`src/rtl/swerv_types.sv`:
```
// Shared types and widths for the LSU bus-clock ratio controller.
package swerv_types;

    localparam int LSU_BUSCLK_RATIO_W = 3;

    typedef enum logic [1:0] {
        RUN    = 2'd0,
        PEND   = 2'd1,
        SWITCH = 2'd2
    } busclk_state_t;

endpackage

```
`src/rtl/lsu_busclk_ctl.sv`:
```
// LSU bus clock-enable divider with a drain-then-switch sequencer for runtime
// changes of the core:bus ratio.
module lsu_busclk_ctl
    import swerv_types::*;
#(
    parameter int RATIO_W       = LSU_BUSCLK_RATIO_W,
    parameter int DEFAULT_RATIO = 0,
    parameter int IDLE_HOLD     = 4
) (
    input  logic               clk,
    input  logic               rst_l,
    input  logic [RATIO_W-1:0] ratio_cfg,
    input  logic               ratio_cfg_wr,
    input  logic               bus_idle,
    output logic               lsu_bus_clk_en,
    output logic [RATIO_W-1:0] ratio_cur,
    output logic               cfg_pend,
    output logic               lsu_bus_req_block,
    output logic               cfg_ack
);

    localparam logic [RATIO_W-1:0] DEF_RATIO = RATIO_W'(DEFAULT_RATIO);
    localparam logic [3:0]         HOLD      = 4'(IDLE_HOLD);

    busclk_state_t      state_q, state_d;
    logic [RATIO_W-1:0] cnt_q, cnt_d;
    logic [RATIO_W-1:0] ratio_cur_q, ratio_cur_d;
    logic [RATIO_W-1:0] ratio_new_q, ratio_new_d;
    logic [3:0]         idle_cnt_q, idle_cnt_d;
    logic               cfg_ack_q, cfg_ack_d;
    logic               bus_clk_en;

    assign bus_clk_en = (cnt_q == ratio_cur_q);

    always_ff @(posedge clk or negedge rst_l) begin
        if (!rst_l) begin
            state_q     <= RUN;
            cnt_q       <= '0;
            ratio_cur_q <= DEF_RATIO;
            ratio_new_q <= DEF_RATIO;
            idle_cnt_q  <= '0;
            cfg_ack_q   <= 1'b0;
        end else begin
            state_q     <= state_d;
            cnt_q       <= cnt_d;
            ratio_cur_q <= ratio_cur_d;
            ratio_new_q <= ratio_new_d;
            idle_cnt_q  <= idle_cnt_d;
            cfg_ack_q   <= cfg_ack_d;
        end
    end

    always_comb begin
        state_d     = state_q;
        ratio_cur_d = ratio_cur_q;
        ratio_new_d = ratio_new_q;
        idle_cnt_d  = idle_cnt_q;
        cfg_ack_d   = 1'b0;
        cnt_d       = bus_clk_en ? '0 : cnt_q + 1'b1;

        case (state_q)
            RUN: begin
                if (ratio_cfg_wr) begin
                    if (ratio_cfg == ratio_cur_q) begin
                        cfg_ack_d = 1'b1;
                    end else begin
                        ratio_new_d = ratio_cfg;
                        idle_cnt_d  = '0;
                        state_d     = PEND;
                    end
                end
            end
            PEND: begin
                // A new write overrides any idle progress made so far.
                if (ratio_cfg_wr) begin
                    if (ratio_cfg == ratio_cur_q) begin
                        cfg_ack_d = 1'b1;
                        state_d   = RUN;
                    end else begin
                        ratio_new_d = ratio_cfg;
                        idle_cnt_d  = '0;
                    end
                end else if (bus_clk_en && (idle_cnt_q == HOLD)) begin
                    state_d = SWITCH;
                end else if (!bus_idle) begin
                    idle_cnt_d = '0;
                end else if (bus_clk_en) begin
                    idle_cnt_d = idle_cnt_q + 4'd1;
                end
            end
            SWITCH: begin
                ratio_cur_d = ratio_new_q;
                cnt_d       = '0;
                cfg_ack_d   = 1'b1;
                state_d     = RUN;
                // The incoming ratio is the reference for a write landing here.
                if (ratio_cfg_wr && (ratio_cfg != ratio_new_q)) begin
                    ratio_new_d = ratio_cfg;
                    idle_cnt_d  = '0;
                    state_d     = PEND;
                end
            end
            default: begin
                state_d = RUN;
            end
        endcase
    end

    assign lsu_bus_clk_en    = bus_clk_en;
    assign ratio_cur         = ratio_cur_q;
    assign cfg_pend          = (state_q != RUN);
    assign lsu_bus_req_block = (state_q != RUN);
    assign cfg_ack           = cfg_ack_q;

endmodule

```
`config.mk`:
```
export PLATFORM = sky130hd
export DESIGN_NAME = lsu_busclk_ctl
export DESIGN_NICKNAME = d
export VERILOG_FILES = /design/src/rtl/swerv_types.sv /design/src/rtl/lsu_busclk_ctl.sv
export SDC_FILE = /design/constraint.sdc
export NUM_CORES = 1
export LEC_CHECK = 0
export ABC_AREA = 1
export BUFFER_PORTS_ARGS = -buffer_cell sky130_fd_sc_hd__buf_4
export CAP_MARGIN = 20
export CORE_MARGIN = 2
export CORE_UTILIZATION = 40
export DETAILED_ROUTE_END_ITERATION = 12
export PLACE_DENSITY = 0.65
export SYNTH_ARGS = -nofsm -noshare
export SYNTH_HDL_FRONTEND = slang
export SYNTH_SLANG_ARGS = --single-unit
```
`constraint.sdc`:
```
create_clock -name clk -period 2.01 [get_ports clk]
set_input_delay 0.3015 -clock clk [delete_from_list [all_inputs] [get_ports clk]]
set_output_delay 0.3015 -clock clk [all_outputs]
set_load 0.02 [all_outputs]
```
==> results of run 1 <==
-- logic make-up after synthesis --
logic type	Yosys count	share of synthesized area, %
DFF	16	34.30
xor gates and xnor gates	6	4.502
AOI/OAI and AO/OA	21	9.861
and+or+nand+nor	76	33.55
buffers and inverters	29	10.29
adders and majority gates	7	7.502
-- layout make-up --
type / instances / area (um2)
Sequential cell: 16 / 400.4
Multi-Input combinational cell: 110 / 646.9
Fill cell: 274 / 1420
Tap cell: 31 / 38.79
Inverter: 26 / 100.1
Clock buffer: 4 / 36.28
Timing Repair Buffer: 15 / 115.1
-- synth_stat cells, drive strengths merged --
cell    instances  area (um2)
a21o            1       7.510
a21oi           5       28.78
buf             3       20.01
dfrtp          16       400.4
ha              7       87.58
inv            26       100.1
nand2          49       217.7
nand3          14       92.59
nand3b          1       20.02
nand4           2       12.51
nor2            9       43.80
nor3            1       5.000
o21ai          15       78.82
xnor2           5       43.79
xor2            1       8.760
-- state kept, by name, indices dropped and copies added (netlist names) --
| signal | cells |
|---|---|
| state_q | 2 |
| ratio_cur | 3 |
| idle_cnt_q | 4 |
| cfg_ack | 1 |
| ratio_new_q | 3 |
| cnt_q | 3 |
-- metal layers --
metal	GRT usage, %	part of all wire, %	routed length [um]	vias up
li1	-	-	-	517
met2	30.84	51	1184	17
met1	18.98	45	1036	462
met3	2.902	2.4	56	7
met5	0	0	0	-
met4	5.648	1.9	45	0
-- timing repair --
item | CTS | global route
hold endpoints to repair | 16 | 0
setup endpoints to repair | 0 | 0
hold buffers | 1 | 0
buffers inserted | 0 | 0
-- worst reg2reg max path, stage by stage (launching register included) --
cell	delay, ns
dfrtp_1	0.43
inv_1	0.14
ha_1	0.32
inv_1	0.09
nor2_1	0.22
nand2_1	0.14
nand3_2	0.11
nand2_1	0.05
o21ai_1	0.07
-- worst max path at each step --
stage | endpoint | slack (ns) | cells past startpoint
finish | cfg_pend | 0.30 | 4
global route | lsu_bus_clk_en | 0.19 | 4
CTS | cfg_pend | 0.29 | 4
detailed placement | state_q[0] | 0.39 | 8
global placement | state_q[0] | 0.41 | 7
floorplan | idle_cnt_q[0] | 0.60 | 9
-- stage by stage --
step                worst slack [ns]  total power, mW  util (%)
floorplan                     0.5950            1.520         -
global placement              0.4070            1.786     46.82
detailed placement            0.3885            1.834     46.82
CTS                           0.2868            2.063     48.50
global route                  0.1922            2.245     48.50
finish                        0.3048            2.037     48.50
-- power breakdown --
group / switching, mW / internal, mW / leakage [nW] / total (mW)
clock network: 0.116 / 0.110 / 0.0210 / 0.227
registers: 0.122 / 0.447 / 0.207 / 0.570
logic: 0.753 / 0.487 / 0.496 / 1.24
total: 0.992 / 1.05 / 0.724 / 2.04
==> impl_metrics.ini, run 1 <==
[run_status]
status = complete, no violations

[drt]
totalWireLength_um = 2322
vias = 1003
drt.antenna.violating_nets = 0
routedWlPerCell_um = 11.50
dr.pass1.iters = 5
drc_errors = 0
via_per_inst = 4.965
drt_iter0_drc = 16

[worst_setup_path]
arrival_ns = 1.40
critPathLaunchType = flop
path_delay_family = flip-flops
crit_type = reg2out
critPathMaxFanout = 5
crit_start = state_q[1]
reg2reg_to = state_q[0]
crit_chain = inv_1 > ha_1 > inv_1 > buf_4
r2r_start = state_q[1]
r2r_slack_ns = 0.38
cpMostUsedCell = inv_1
rr_worst_depth = 8
crit_path_top_delay_cell = dfrtp_1
cp-end-kind = primary output
worst-path-buf-inv = 3
cpPeakStageDelay_ns = 0.43
required_ns = 1.71

[power_and_ir_drop]
power-per-cell-area_mw_per_mm2 = 1523
ir_drop_mv = 0.9133
p_leak_nw = 0.7240

[clocking]
clkLatencyLatePin_ns = 0.29
cts.path.max_buffers = 2
cts_buffers = 3
numClockSinks = 16
root_buffer = clkbuf_4
clk_pin_slew_ns = 0.11
h-tree-depth = 1
cts_tree = yes
cts_resized = 0

[timing]
period_minus_slack_ns = 1.705
period_share_pct = 84.84
rsz0062_at_grt = no
finalSetupTns_ns = 0
slew_violations = 0
worst_pin_slew_ns = 0.3325
max_clock_freq_mhz = 586.4
whs_ns = 0.2680
skew_ns = 0.002454
setup_viol = 0
hold_viol_final = 0
relSlewSlack_pct = 77.67

[min_path]
min_to = ratio_new_q[2]
holdPathStages = 3
holdCritPathClass = in2reg
worstHoldStart = ratio_cfg[2]

[layout]
fin_area_mm2 = 0.001338
final_common_cell = nand2_1
antenna-diode-count = 0
mostFrequentLayoutCells = nand2_1, inv_1, dfrtp_1
nets = 186
final_layout_size_suffix_gt1_share_pct = 20.47
area_growth_pct = 14.58
final_cells = 202

[die]
dieArea_mm2 = 0.003366
die_w_um = 58.02
initial_core_util_pct = 42.33
ios = 14
die_h_um = 58.02
coreArea_mm2 = 0.002758
row_count = 19

[place]
place_congestion = 0.8356
place_inst = 197
placed_cell_area_mm2 = 0.001291
dp_hpwl_um = 1896
portBuffers = 13

[yosys]
syn_inst = 155
syn_nets = 169
ys_seq_area_share_pct = 34.30
syn_area_per_cell_um2 = 7.531
synth_warnings = 0
ys_ff_latch = 16
syn-cell-area_mm2 = 0.001167
synth_cell_types = 28

[global_route]
grt_pass1_vias = 1043
antenna_found_initial = 0
grt_pass1_wl_um = 4284
grt_overflow = 0
track_usage_pct = 16.59
grt_max_degree = 17

[job]
drv_cap = 0
(Power assumes the default switching activity.)
==> run 2, diff against run 1 <==
--- a/config.mk
+++ b/config.mk
@@ -11,7 +11,7 @@
 export CORE_MARGIN = 2
 export CORE_UTILIZATION = 40
 export DETAILED_ROUTE_END_ITERATION = 12
-export PLACE_DENSITY = 0.65
+export PLACE_DENSITY = 0.68
 export SYNTH_ARGS = -nofsm -noshare
 export SYNTH_HDL_FRONTEND = slang
 export SYNTH_SLANG_ARGS = --single-unit
==> constraint.sdc (replaced) <==
create_clock -name clk -period 1.5 [get_ports clk]
set_input_delay 0.225 -clock clk [delete_from_list [all_inputs] [get_ports clk]]
set_output_delay 0.225 -clock clk [all_outputs]
set_load 0.02 [all_outputs]
==> run 2 against run 1 <==
Net effect:
- the run now ends with negative setup slack left
- clock skew up 0.0016 ns
- final cell count rose by 9.9%
- critical path depth is the same
- setup slack lost 0.31 ns
- sequential share of layout area down 4.8 points
- non-clock buffer count is 20 higher
- total power is 74% higher
- clock-buffer cell count unchanged
- worst hold slack lost 0.085 ns
==> impl_metrics.ini, run 2 (synthesized netlist as in run 1, its figures left out) <==
[run_status]
status = finished, violations left
violations = negative setup slack

[drt]
routedWlPerCell_um = 13.09
drc_errors = 0
vias = 1152
via_per_inst = 5.189
drt.antenna.violating_nets = 0
dr.pass1.iters = 4
drt_iter0_drc = 36
totalWireLength_um = 2907

[place]
place_ws_ns = -0.03300
place_congestion = 0.8506
portBuffers = 13
dp_hpwl_um = 1899
place_inst = 201

[clocking]
clk_pin_slew_ns = 0.11
numClockSinks = 16
clkLatencyLatePin_ns = 0.31
root_buffer = clkbuf_4
h-tree-depth = 1
cts.path.max_buffers = 2
cts_tree = yes
cts_buffers = 3

[layout]
mostFrequentLayoutCells = nand2_1, buf_4, inv_1, dfrtp_1
area_growth_pct = 37.08
largest_reg_flops = 4
n_fill_cell = 236
antenna-diode-count = 0
top_register = idle_cnt_q
final_common_cell = nand2_1
nets = 206
final_cells = 222
final_layout_size_suffix_gt1_share_pct = 42.93

[timing]
setup_ws_ns = -0.0006393
period_minus_slack_ns = 1.501
worst_pin_slew_ns = 0.2270
max_clock_freq_mhz = 666.4
relSlewSlack_pct = 84.79
setup_viol = 1
period_share_pct = 100.0
hold_viol_final = 0
rsz0062_at_grt = yes
slew_violations = 0
finalSetupTns_ns = -0.0006393
skew_ns = 0.004010

[die]
die_w_um = 58.02
ios = 14
die_h_um = 58.02
row_count = 19
coreArea_mm2 = 0.002758
dieArea_mm2 = 0.003366
initial_core_util_pct = 42.33

[power_and_ir_drop]
p_leak_nw = 0.8431
power-per-cell-area_mw_per_mm2 = 2213
ir_drop_mv = 1.793

[worst_setup_path]
required_ns = 1.27
rr_worst_depth = 8
cp-end-kind = primary output
critPathMaxFanout = 2
arrival_ns = 1.28
critPathLaunchType = flop
crit_type = reg2out

[min_path]
holdPathStages = 3
holdCritPathClass = in2reg

[global_route]
grt_overflow = 0
track_usage_pct = 16.63
grt_max_degree = 17
grt_pass1_wl_um = 4388
antenna_found_initial = 0
grt_pass1_vias = 1042

[job]
drv_cap = 0
==> run 2: repair_timing <==
| action | 4_1_cts | 5_1_grt |
|---|---|---|
| hold buffers | 1 | 0 |
| hold endpoints to repair | 16 | 0 |
| buffers inserted | 5 | 11 |
| setup endpoints to repair | 9 | 12 |
| pin swaps | 1 | 14 |
| gates resized for setup | 6 | 27 |
==> run 2: worst paths after layout <==
kind / endpoint / start / slack, ns
max in group asynchronous: state_q[0] / rst_l / 1.01
setup reg to reg: idle_cnt_q[3] / state_q[1] / 0.03
min in group asynchronous: idle_cnt_q[0] / rst_l / 0.30
setup / recovery: lsu_bus_clk_en / ratio_cur[1] / -0.0006
hold reg to reg: cnt_q[0] / cnt_q[0] / 0.50
hold / removal: ratio_new_q[1] / ratio_cfg[1] / 0.18
==> run 2: layout make-up <==
cell class,instances,area [um2],share of cell area [%]
Sequential cell,16,401.6,25.10
Tap cell,31,38.79,2.424
Clock buffer,4,36.28,2.267
Inverter,26,100.1,6.255
Multi-Input combinational cell,110,738.2,46.13
Timing Repair Buffer,35,285.3,17.83
==> run 2: through the flow <==
stage          instance area, um2  util, %  power (mW)  hold slack, ns
2_1_floorplan                1167        -       2.036        -0.07059
3_3_place_gp                 1334    48.37       2.504         0.09578
3_5_place_dp                 1334    48.37       2.545         0.09980
4_1_cts                      1435    52.04       3.014          0.1818
5_1_grt                      1600    58.03       3.802          0.1971
6_report                     1600    58.03       3.541          0.1830
==> run 2: power by group <==
group	switching, mW	total (mW)	internal, mW
Sequential	0.161	0.763	0.602
Combinational	1.31	2.46	1.15
Clock	0.170	0.319	0.148
==> run 2: routing by layer <==
layer  vias up  global-route usage, %  share of wire, %
met5         -                      0                 0
met4         0                  5.980               1.7
met3         6                  3.125               4.0
met2        36                  28.57                53
met1       550                  20.79                41
li1        560                      -                 -
==> run 2: worst max-delay path, cell delays in order, from the launching register on <==
cell and delay [ns]:
dfrtp_1 0.43, xnor2_2 0.21, nand3_2 0.11, inv_1 0.10, buf_6 0.12
